--- src/rtl/muldiv_pkg.sv ---
// Shared definitions for the iterative multiply/divide unit: op encodings,
// FSM state type and the iteration-counter width helper.
package muldiv_pkg;

    localparam logic [1:0] OP_MULT  = 2'b00;
    localparam logic [1:0] OP_MULTU = 2'b01;
    localparam logic [1:0] OP_DIV   = 2'b10;
    localparam logic [1:0] OP_DIVU  = 2'b11;

    typedef enum logic [1:0] {
        IDLE,
        RUN,
        FIX
    } muldiv_state_t;

    // Ceiling log2; callers pass WIDTH+1 so the counter can hold WIDTH itself.
    function automatic int clog2(input int value);
        int r;
        r = 0;
        for (int i = 0; i < 31; i++) begin
            if ((1 << i) < value) r = i + 1;
        end
        return r;
    endfunction

endpackage

--- src/rtl/muldiv_step.sv ---
// One combinational iteration of the datapath: shift-add multiply step or
// restoring divide step on the 2*WIDTH accumulator, selected by div_mode_i.
module muldiv_step
    import muldiv_pkg::*;
#(
    parameter int WIDTH = 32
) (
    input  logic                 div_mode_i,
    input  logic [2*WIDTH-1:0]   acc_i,
    input  logic [WIDTH-1:0]     opnd_i,
    output logic [2*WIDTH-1:0]   acc_o
);

    logic [WIDTH:0] sum;
    logic [WIDTH:0] partial;
    logic [WIDTH:0] diff;

    always_comb begin
        sum     = {1'b0, acc_i[2*WIDTH-1:WIDTH]} + (acc_i[0] ? {1'b0, opnd_i} : '0);
        // Remainder shifted left with the next dividend bit pulled in from below.
        partial = acc_i[2*WIDTH-1:WIDTH-1];
        diff    = partial - {1'b0, opnd_i};
        if (div_mode_i) begin
            if (diff[WIDTH]) begin
                acc_o = {partial[WIDTH-1:0], acc_i[WIDTH-2:0], 1'b0};
            end else begin
                acc_o = {diff[WIDTH-1:0], acc_i[WIDTH-2:0], 1'b1};
            end
        end else begin
            acc_o = {sum, acc_i[WIDTH-1:1]};
        end
    end

endmodule

--- src/rtl/muldiv_unit.sv ---
// Iterative multiply/divide unit with HI/LO result registers.
// MULDIV_UNSIGNED_EN enables MULTU/DIVU; otherwise every op is treated as signed.
module muldiv_unit
    import muldiv_pkg::*;
#(
    parameter int WIDTH = 32
) (
    input  logic             clk,
    input  logic             reset,
    input  logic             start,
    input  logic [1:0]       op,
    input  logic [WIDTH-1:0] a,
    input  logic [WIDTH-1:0] b,
    output logic             busy,
    output logic             done,
    output logic             div_zero,
    output logic [WIDTH-1:0] hi,
    output logic [WIDTH-1:0] lo
);

    localparam int CNT_W = clog2(WIDTH + 1);

    muldiv_state_t      state_q;
    logic               div_q, neg_q, rem_neg_q, zero_q;
    logic               busy_q, done_q, div_zero_q;
    logic [CNT_W-1:0]   cnt_q;
    logic [2*WIDTH-1:0] acc_q, acc_d, prod_d;
    logic [WIDTH-1:0]   opnd_q, hi_q, lo_q;
    logic [WIDTH-1:0]   abs_a, abs_b, quot_d, rem_d;
    logic               op_div, op_signed, a_neg, b_neg;

    always_comb begin
        op_div = (op == OP_DIV) || (op == OP_DIVU);
`ifdef MULDIV_UNSIGNED_EN
        op_signed = (op == OP_MULT) || (op == OP_DIV);
`else
        op_signed = 1'b1;
`endif
        a_neg  = op_signed & a[WIDTH-1];
        b_neg  = op_signed & b[WIDTH-1];
        abs_a  = a_neg ? -a : a;
        abs_b  = b_neg ? -b : b;
        prod_d = neg_q ? -acc_q : acc_q;
        // Quotient truncates toward zero; remainder follows the dividend's sign.
        quot_d = neg_q ? -acc_q[WIDTH-1:0] : acc_q[WIDTH-1:0];
        rem_d  = rem_neg_q ? -acc_q[2*WIDTH-1:WIDTH] : acc_q[2*WIDTH-1:WIDTH];
    end

    muldiv_step #(.WIDTH(WIDTH)) u_step (
        .div_mode_i (div_q),
        .acc_i      (acc_q),
        .opnd_i     (opnd_q),
        .acc_o      (acc_d)
    );

    always_ff @(posedge clk or negedge reset) begin
        if (!reset) begin
            state_q    <= IDLE;
            div_q      <= 1'b0;
            neg_q      <= 1'b0;
            rem_neg_q  <= 1'b0;
            zero_q     <= 1'b0;
            busy_q     <= 1'b0;
            done_q     <= 1'b0;
            div_zero_q <= 1'b0;
            cnt_q      <= '0;
            acc_q      <= '0;
            opnd_q     <= '0;
            hi_q       <= '0;
            lo_q       <= '0;
        end else begin
            done_q     <= 1'b0;
            div_zero_q <= 1'b0;
            case (state_q)
                IDLE: begin
                    if (start) begin
                        busy_q    <= 1'b1;
                        div_q     <= op_div;
                        neg_q     <= a_neg ^ b_neg;
                        rem_neg_q <= a_neg;
                        cnt_q     <= CNT_W'(WIDTH);
                        if (op_div) begin
                            acc_q  <= {{WIDTH{1'b0}}, abs_a};
                            opnd_q <= abs_b;
                        end else begin
                            acc_q  <= {{WIDTH{1'b0}}, abs_b};
                            opnd_q <= abs_a;
                        end
                        if (op_div && (b == '0)) begin
                            zero_q  <= 1'b1;
                            state_q <= FIX;
                        end else begin
                            zero_q  <= 1'b0;
                            state_q <= RUN;
                        end
                    end
                end
                RUN: begin
                    acc_q <= acc_d;
                    cnt_q <= cnt_q - CNT_W'(1);
                    if (cnt_q == CNT_W'(1)) state_q <= FIX;
                end
                FIX: begin
                    busy_q  <= 1'b0;
                    done_q  <= 1'b1;
                    state_q <= IDLE;
                    if (zero_q) begin
                        div_zero_q <= 1'b1;
                    end else if (div_q) begin
                        hi_q <= rem_d;
                        lo_q <= quot_d;
                    end else begin
                        {hi_q, lo_q} <= prod_d;
                    end
                end
                default: state_q <= IDLE;
            endcase
        end
    end

    assign busy     = busy_q;
    assign done     = done_q;
    assign div_zero = div_zero_q;
    assign hi       = hi_q;
    assign lo       = lo_q;

endmodule

--- config.mk ---
export PLATFORM = sky130hd
export DESIGN_NAME = muldiv_unit
export DESIGN_NICKNAME = d
export VERILOG_FILES = /design/src/rtl/muldiv_pkg.sv /design/src/rtl/muldiv_step.sv /design/src/rtl/muldiv_unit.sv
export SDC_FILE = /design/constraint.sdc
export NUM_CORES = 1
export LEC_CHECK = 0
export CAP_MARGIN = 30
export CORE_MARGIN = 2
export CORE_UTILIZATION = 45
export CTS_CLUSTER_SIZE = 16
export DETAILED_ROUTE_END_ITERATION = 10
export PLACE_DENSITY = 0.71
export SETUP_SLACK_MARGIN = 0.05
export SYNTH_ARGS = -nofsm -noshare
export SYNTH_HDL_FRONTEND = slang
export SYNTH_SLANG_ARGS = --single-unit
--- constraint.sdc ---
create_clock -name clk -period 10.9 [get_ports clk]
set_input_delay 1.09 -clock clk [delete_from_list [all_inputs] [get_ports clk]]
set_output_delay 1.09 -clock clk [all_outputs]
set_load 0.02 [all_outputs]
-- Word-level counts from Yosys, hierarchy flattened
Cells that the tools add are included.
- bitwise gates (word level): 2
- reductions and logical operators: 11
- add/subtract/negate cells: 8
- eq/ne operators: 7
- multiplexer cells: 26
- operator list (operator ; count):
    32-bit two-way mux ; 9
    64-bit two-way mux ; 4
    32-bit negation ; 4
    64-bit case mux with 2 select lines ; 1
    64-bit negation ; 1
    32-bit by 33-bit adder with 33-bit output ; 1
    33-bit by 32-bit subtractor with 33-bit output ; 1
    32-bit logical NOT ; 1
    6-bit case mux with 2 select lines ; 1
    2-bit AND reduction ; 5
    2-bit equality test (second input constant) ; 3
    6-bit by 1-bit equality test with 1-bit output (second input constant) ; 1
    2-bit two-way mux ; 3
    6-bit two-way mux ; 1
    6-bit by 1-bit subtractor with 6-bit output (second input constant) ; 1
    1-bit two-way mux ; 5
    2-bit inequality test (second input constant) ; 2
    2-bit case mux with 2 select lines ; 1
    2-bit nonzero test ; 2
    2-bit by 1-bit equality test with 1-bit output (second input constant) ; 1
    2-bit logical NOT ; 1
    1-bit case mux with 2 select lines ; 1
    1-bit logical AND ; 1
    1-bit logical OR ; 1
    2 further kinds ; 2
- register bits: 175
- logic and storage cells: 67

-- Logic depth before layout (Yosys ltp)
- depth after elaboration: 6
- mapped depth: 14

-- Cells and area by module
From an unflattened synthesis, not the netlist that was laid out.
- cell total of the unflattened synthesis: 1887
- area total of the unflattened synthesis: 15085.7 µm²
- modules (own cells, without submodules) (module ; area each (µm²) ; seq. area each (µm²) ; cells an instance ; times used):
    muldiv_unit ; 10560.1 ; 4379.2 ; 1235 ; 1
    muldiv_step ; 4525.6 ; 0.0 ; 652 ; 1

-- Worst setup path before layout
Ideal clock, no wire load.
- kind: in2reg
- start: input a[15]
- end: register acc_q[27]
- stages on the path: 10
- setup time: 104 ps
- path buffers: 0
- slack: 6823 ps
- arrival time: 3974 ps
- cells stage by stage: or4_4 or4_1 or4_1 or4_1 or3_1 and2_1 xnor2_1 nand2_1 o21ai_0 a221oi_1
- word-level cells in the longest chain between the ends: 5
- ends and longest elaborated chain (what ; RTL line ; source):
    start, declared ; muldiv_unit.sv:12 ; input logic [WIDTH-1:0] a,
    32-bit negation ; muldiv_unit.sv:41 ; abs_a = a_neg ? -a : a;
    32-bit two-way mux ; muldiv_unit.sv:41 ;
    32-bit two-way mux ; muldiv_unit.sv:82 ; if (op_div) begin
    64-bit two-way mux ; muldiv_unit.sv:76 ; if (start) begin
    64-bit case mux with 2 select lines ; muldiv_unit.sv:74 ; case (state_q)
    end signal, assigned ; muldiv_unit.sv:83 ; acc_q <= {{WIDTH{1'b0}}, abs_a};
    end signal, assigned ; muldiv_unit.sv:86 ; acc_q <= {{WIDTH{1'b0}}, abs_b};
    end, declared ; muldiv_unit.sv:27 ; logic [2*WIDTH-1:0] acc_q, acc_d, prod_d;
No other way between the ends. The select of a mux whose other input is x is not followed.
A chain may end at the register's enable or synchronous reset.

-- Worst setup path in the final report
- start: register acc_q[0]
- end: register acc_q[60]
- word-level cells in the longest chain between the ends: 4
- ends and longest elaborated chain (what ; RTL line ; source):
    32-bit two-way mux ; muldiv_step.sv:19 ; sum = {1'b0, acc_i[2*WIDTH-1:WIDTH]} + (acc_i[0] ? {1'b0, opnd_i} : '0);
    32-bit by 33-bit adder with 33-bit output ; muldiv_step.sv:19 ;
    64-bit two-way mux ; muldiv_step.sv:23 ; if (div_mode_i) begin
    64-bit case mux with 2 select lines ; muldiv_unit.sv:74 ;
No other way between the ends.

==> metrics.yaml <==
logic_synthesis:
  ys_ff_latch: 175
  synth_fp_nets: 1901
  synth_enable_flop_cells: 0
  area_of_the_mapped_netlist_um2: 14200
  synthesis.yosys.warnings: 0
  netlist.area_leader.share: 0.308
  synthTopCellsByArea: "sky130_fd_sc_hd__dfrtp_1 (31%), sky130_fd_sc_hd__o21ai_0 (7.2%), sky130_fd_sc_hd__ha_1 (6.2%)"
  syn_inst: 1760
  ys_seq_area_frac: 0.308
  syn_avg_cell_area_um2: 8.07
  dominantRegCellSynth: "sky130_fd_sc_hd__dfrtp_1"
  synth.largest_area_cell: "sky130_fd_sc_hd__dfrtp_1"
  asyncSetResetFlopFracSynth: 1.00
  ys_types: 74
critical_path:
  cp_data_required_time_ns: 11.17
  slowest_stage: "sky130_fd_sc_hd__o221ai_1"
  critical-path-top-cell-by-count: "sky130_fd_sc_hd__o21ai_0"
  crit_arrival_ns: 4.90
  critical_path.startpoint_type: "register"
  end_kind: "register"
  critical_path_peak_fanout: 19
  timing_worst_setup_path_type: "register to register"
  slowest_delay_ns: 0.58
  r2r_slack_ns: 6.27
  path_cells: "inv_1, nor2_1, ha_1, o21ai_0, o21ai_0, or3b_2, o22ai_1, a21oi_1, o221ai_1, a21oi_1, o21ai_0, xnor2_1, o221ai_1"
power_and_ir_drop:
  fin_total_pwr_uw: 5470
  powerDensity_nw_per_um2: 334
  max-vdd-ir-drop_v: 0.000245
  static-leakage-power_uw: 0.00689
route:
  wl_met2_um: 18900
  drt-wirelength-per-cell_um: 18.9
  remaining_design_rule_violation_count: 0
  ant_nets: 0
  detailedRoute.firstPassIterationCount: 5
  vias: 13300
  routed_wl_um: 42300
  routed.top_layer: "met4"
  drt-initial-drc-count: 1174
  route.detailed.vias_per_inst: 5.95
  met1_wire_length_um: 19700
  wl_met3_um: 2390
sta:
  number_of_endpoints_failing_setup_at_the_final_stage: 0
  worstMarginPinSlew_ns: 0.965
  max_slew_margin: 0.357
  finalWorstPathRequiredPeriod_ns: 4.63
  achievable-frequency_mhz: 216
  timing.final.hold_violations: 0
  report.final.slew_viol_count: 0
  grt_setup_unrepaired: "false"
  setup_tns_ns: 0
  timing.final.crit_share: 0.425
  fin_skew_ns: 0.0197
layout:
  num-nets-final: 1959
  fin_cells: 2233
  syn2layout_area_growth_pct: 15.3
  diodes: 0
  layout.core_utilization: 0.523
  fin_area_um2: 16400
  layout-drive-gt1-share: 0.0448
clock_network:
  clock_pin_slew_on_the_worst_setup_and_hold_paths_ns: 0.08
  cts_made_buffers: 17
  cts_tree: "built"
  cts_resized: 0
  htree_num_levels: 4
  cts-hold-fix-buffers: 0
  clockBufferDepth: 2
  post-cts-setup-buffers: 0
  clock_insertion_delay_worst_skew_ns: 0.44
  cts.sinks: 175
  cts.root.buffer_cell: "sky130_fd_sc_hd__clkbuf_16"
grt:
  gr-usage-all-layers: 0.257
  first_global_vias: 12500
  grt_max_degree: 112
  grt_pass1_wl_um: 67900
  grt_overflow: 0
  antenna_violations_before_repair: 0
placement:
  numPlacedInstances: 2200
  placed_inst_area_um2: 15800
  place.port_buffers: 134
  detailed_place_hpwl_um: 32300
  gp_congestion: 1.00
die:
  die_area_um2: 33000
  area_of_the_placeable_core_um2: 31300
  floorplan.die.height_um: 182
  initial_core_util: 0.454
  top_level_ports: 136
  placement_rows: 65
  die_w_um: 182
run_status:
  result_of_the_run: "completed"
flow_run:
  max_cap_violations: 0
worst_hold_path:
  worst_hold_path_type: "register to register"
## sequential cells by signal (all words and copies together) (netlist names), 2 cells and up
signal / flops
acc_q: 64
hi: 32
lo: 32
opnd_q: 32
cnt_q: 6
state_q: 2
## worst paths after layout
kind                                            from                    end  depth (start not counted)
worst max-delay path            acc_q[0]$_DFFE_PN0P_  acc_q[60]$_DFFE_PN0P_                         13
worst min-delay path              hi[15]$_DFFE_PN0P_     hi[15]$_DFFE_PN0P_                          2
worst max register to register  acc_q[0]$_DFFE_PN0P_  acc_q[60]$_DFFE_PN0P_                         13
worst min register to register    hi[15]$_DFFE_PN0P_     hi[15]$_DFFE_PN0P_                          2
max in group asynchronous                      reset      div_q$_DFFE_PN0P_                          4
min in group asynchronous                      reset     hi[16]$_DFFE_PN0P_                          1
## Yosys cell counts (all sizes together), types with 12 or more instances
cell / number
xnor2: 94
or3: 26
dfrtp: 175
nor2: 132
xor2: 83
nand2: 200
or4: 19
nand3: 24
a31oi: 15
o21ai: 209
nor2b: 13
inv: 61
o211ai: 15
a211oi: 55
o221ai: 12
mux2i: 65
a22oi: 17
buf: 16
clkbuf: 97
a21o: 29
o41ai: 17
a21oi: 119
nor3: 27
o31ai: 33
ha: 70
nand2b: 23
## metal layers
layer | GRT usage | vias up
li1 | - | 6455
met1 | 0.370 | 6330
met2 | 0.404 | 448
met3 | 0.0223 | 60
met4 | 0.0953 | 0
met5 | 0 | -
## worst max-delay path: cells and delay by family, from the launching register on
family / cells / cell delay (ns)
xor+xnor: 1 / 0.15
flops: 1 / 0.47
simple gates: 2 / 0.65
fa+ha+maj: 1 / 0.37
compound gates: 8 / 2.28
buf+inv: 1 / 0.54
## through the flow
stage          setup WS [ns]  hold slack [ns]
3_5_place_dp            5.97            0.469
6_report                6.27            0.476
4_1_cts                 6.42            0.485
5_1_grt                 6.04            0.499
3_3_place_gp            6.03            0.462
2_1_floorplan           6.82            0.450
## cell usage in the layout, fill, tap and decap left out, types with 65 or more instances in the layout
cell type | synthesis | routed
sky130_fd_sc_hd__nor2_1 | 131 | 129
sky130_fd_sc_hd__clkdlybuf4s50_1 | 0 | 132
sky130_fd_sc_hd__mux2i_1 | 65 | 65
sky130_fd_sc_hd__xnor2_1 | 94 | 93
sky130_fd_sc_hd__dfrtp_1 | 175 | 174
sky130_fd_sc_hd__ha_1 | 70 | 70
sky130_fd_sc_hd__a21oi_1 | 118 | 118
sky130_fd_sc_hd__xor2_1 | 83 | 83
sky130_fd_sc_hd__o21ai_0 | 203 | 203
sky130_fd_sc_hd__nand2_1 | 200 | 199
## where the power goes
| group | internal [uW] | leakage [uW] | switching, uW |
|---|---|---|---|
| clock | 307 | 0.000280 | 310 |
| combinational | 1500 | 0.00441 | 2050 |
| sequential | 923 | 0.00220 | 385 |
| total | 2730 | 0.00689 | 2740 |
## final cells by class
cell class,instances,area [um^2]
timing repair buffer,152,1500
clock inverter,14,148
clock buffer,18,429
inverter,62,233
sequential,175,4380
multi-input combinational,1410,9190
fill,2958,14900
tap,402,503
## cells by family after synthesis
| kind of cell | Yosys count | share of synthesized area |
|---|---|---|
| AO/OA/AOI/OAI | 576 | 0.252 |
| XOR/XNOR | 177 | 0.109 |
| adder cells (fa/ha/maj) | 72 | 0.0645 |
| buffers and inverters | 175 | 0.0472 |
| flip-flops | 175 | 0.308 |
| multiplexers | 66 | 0.0466 |
| AND/OR/NAND/NOR | 519 | 0.172 |
(Power assumes the default switching activity.)
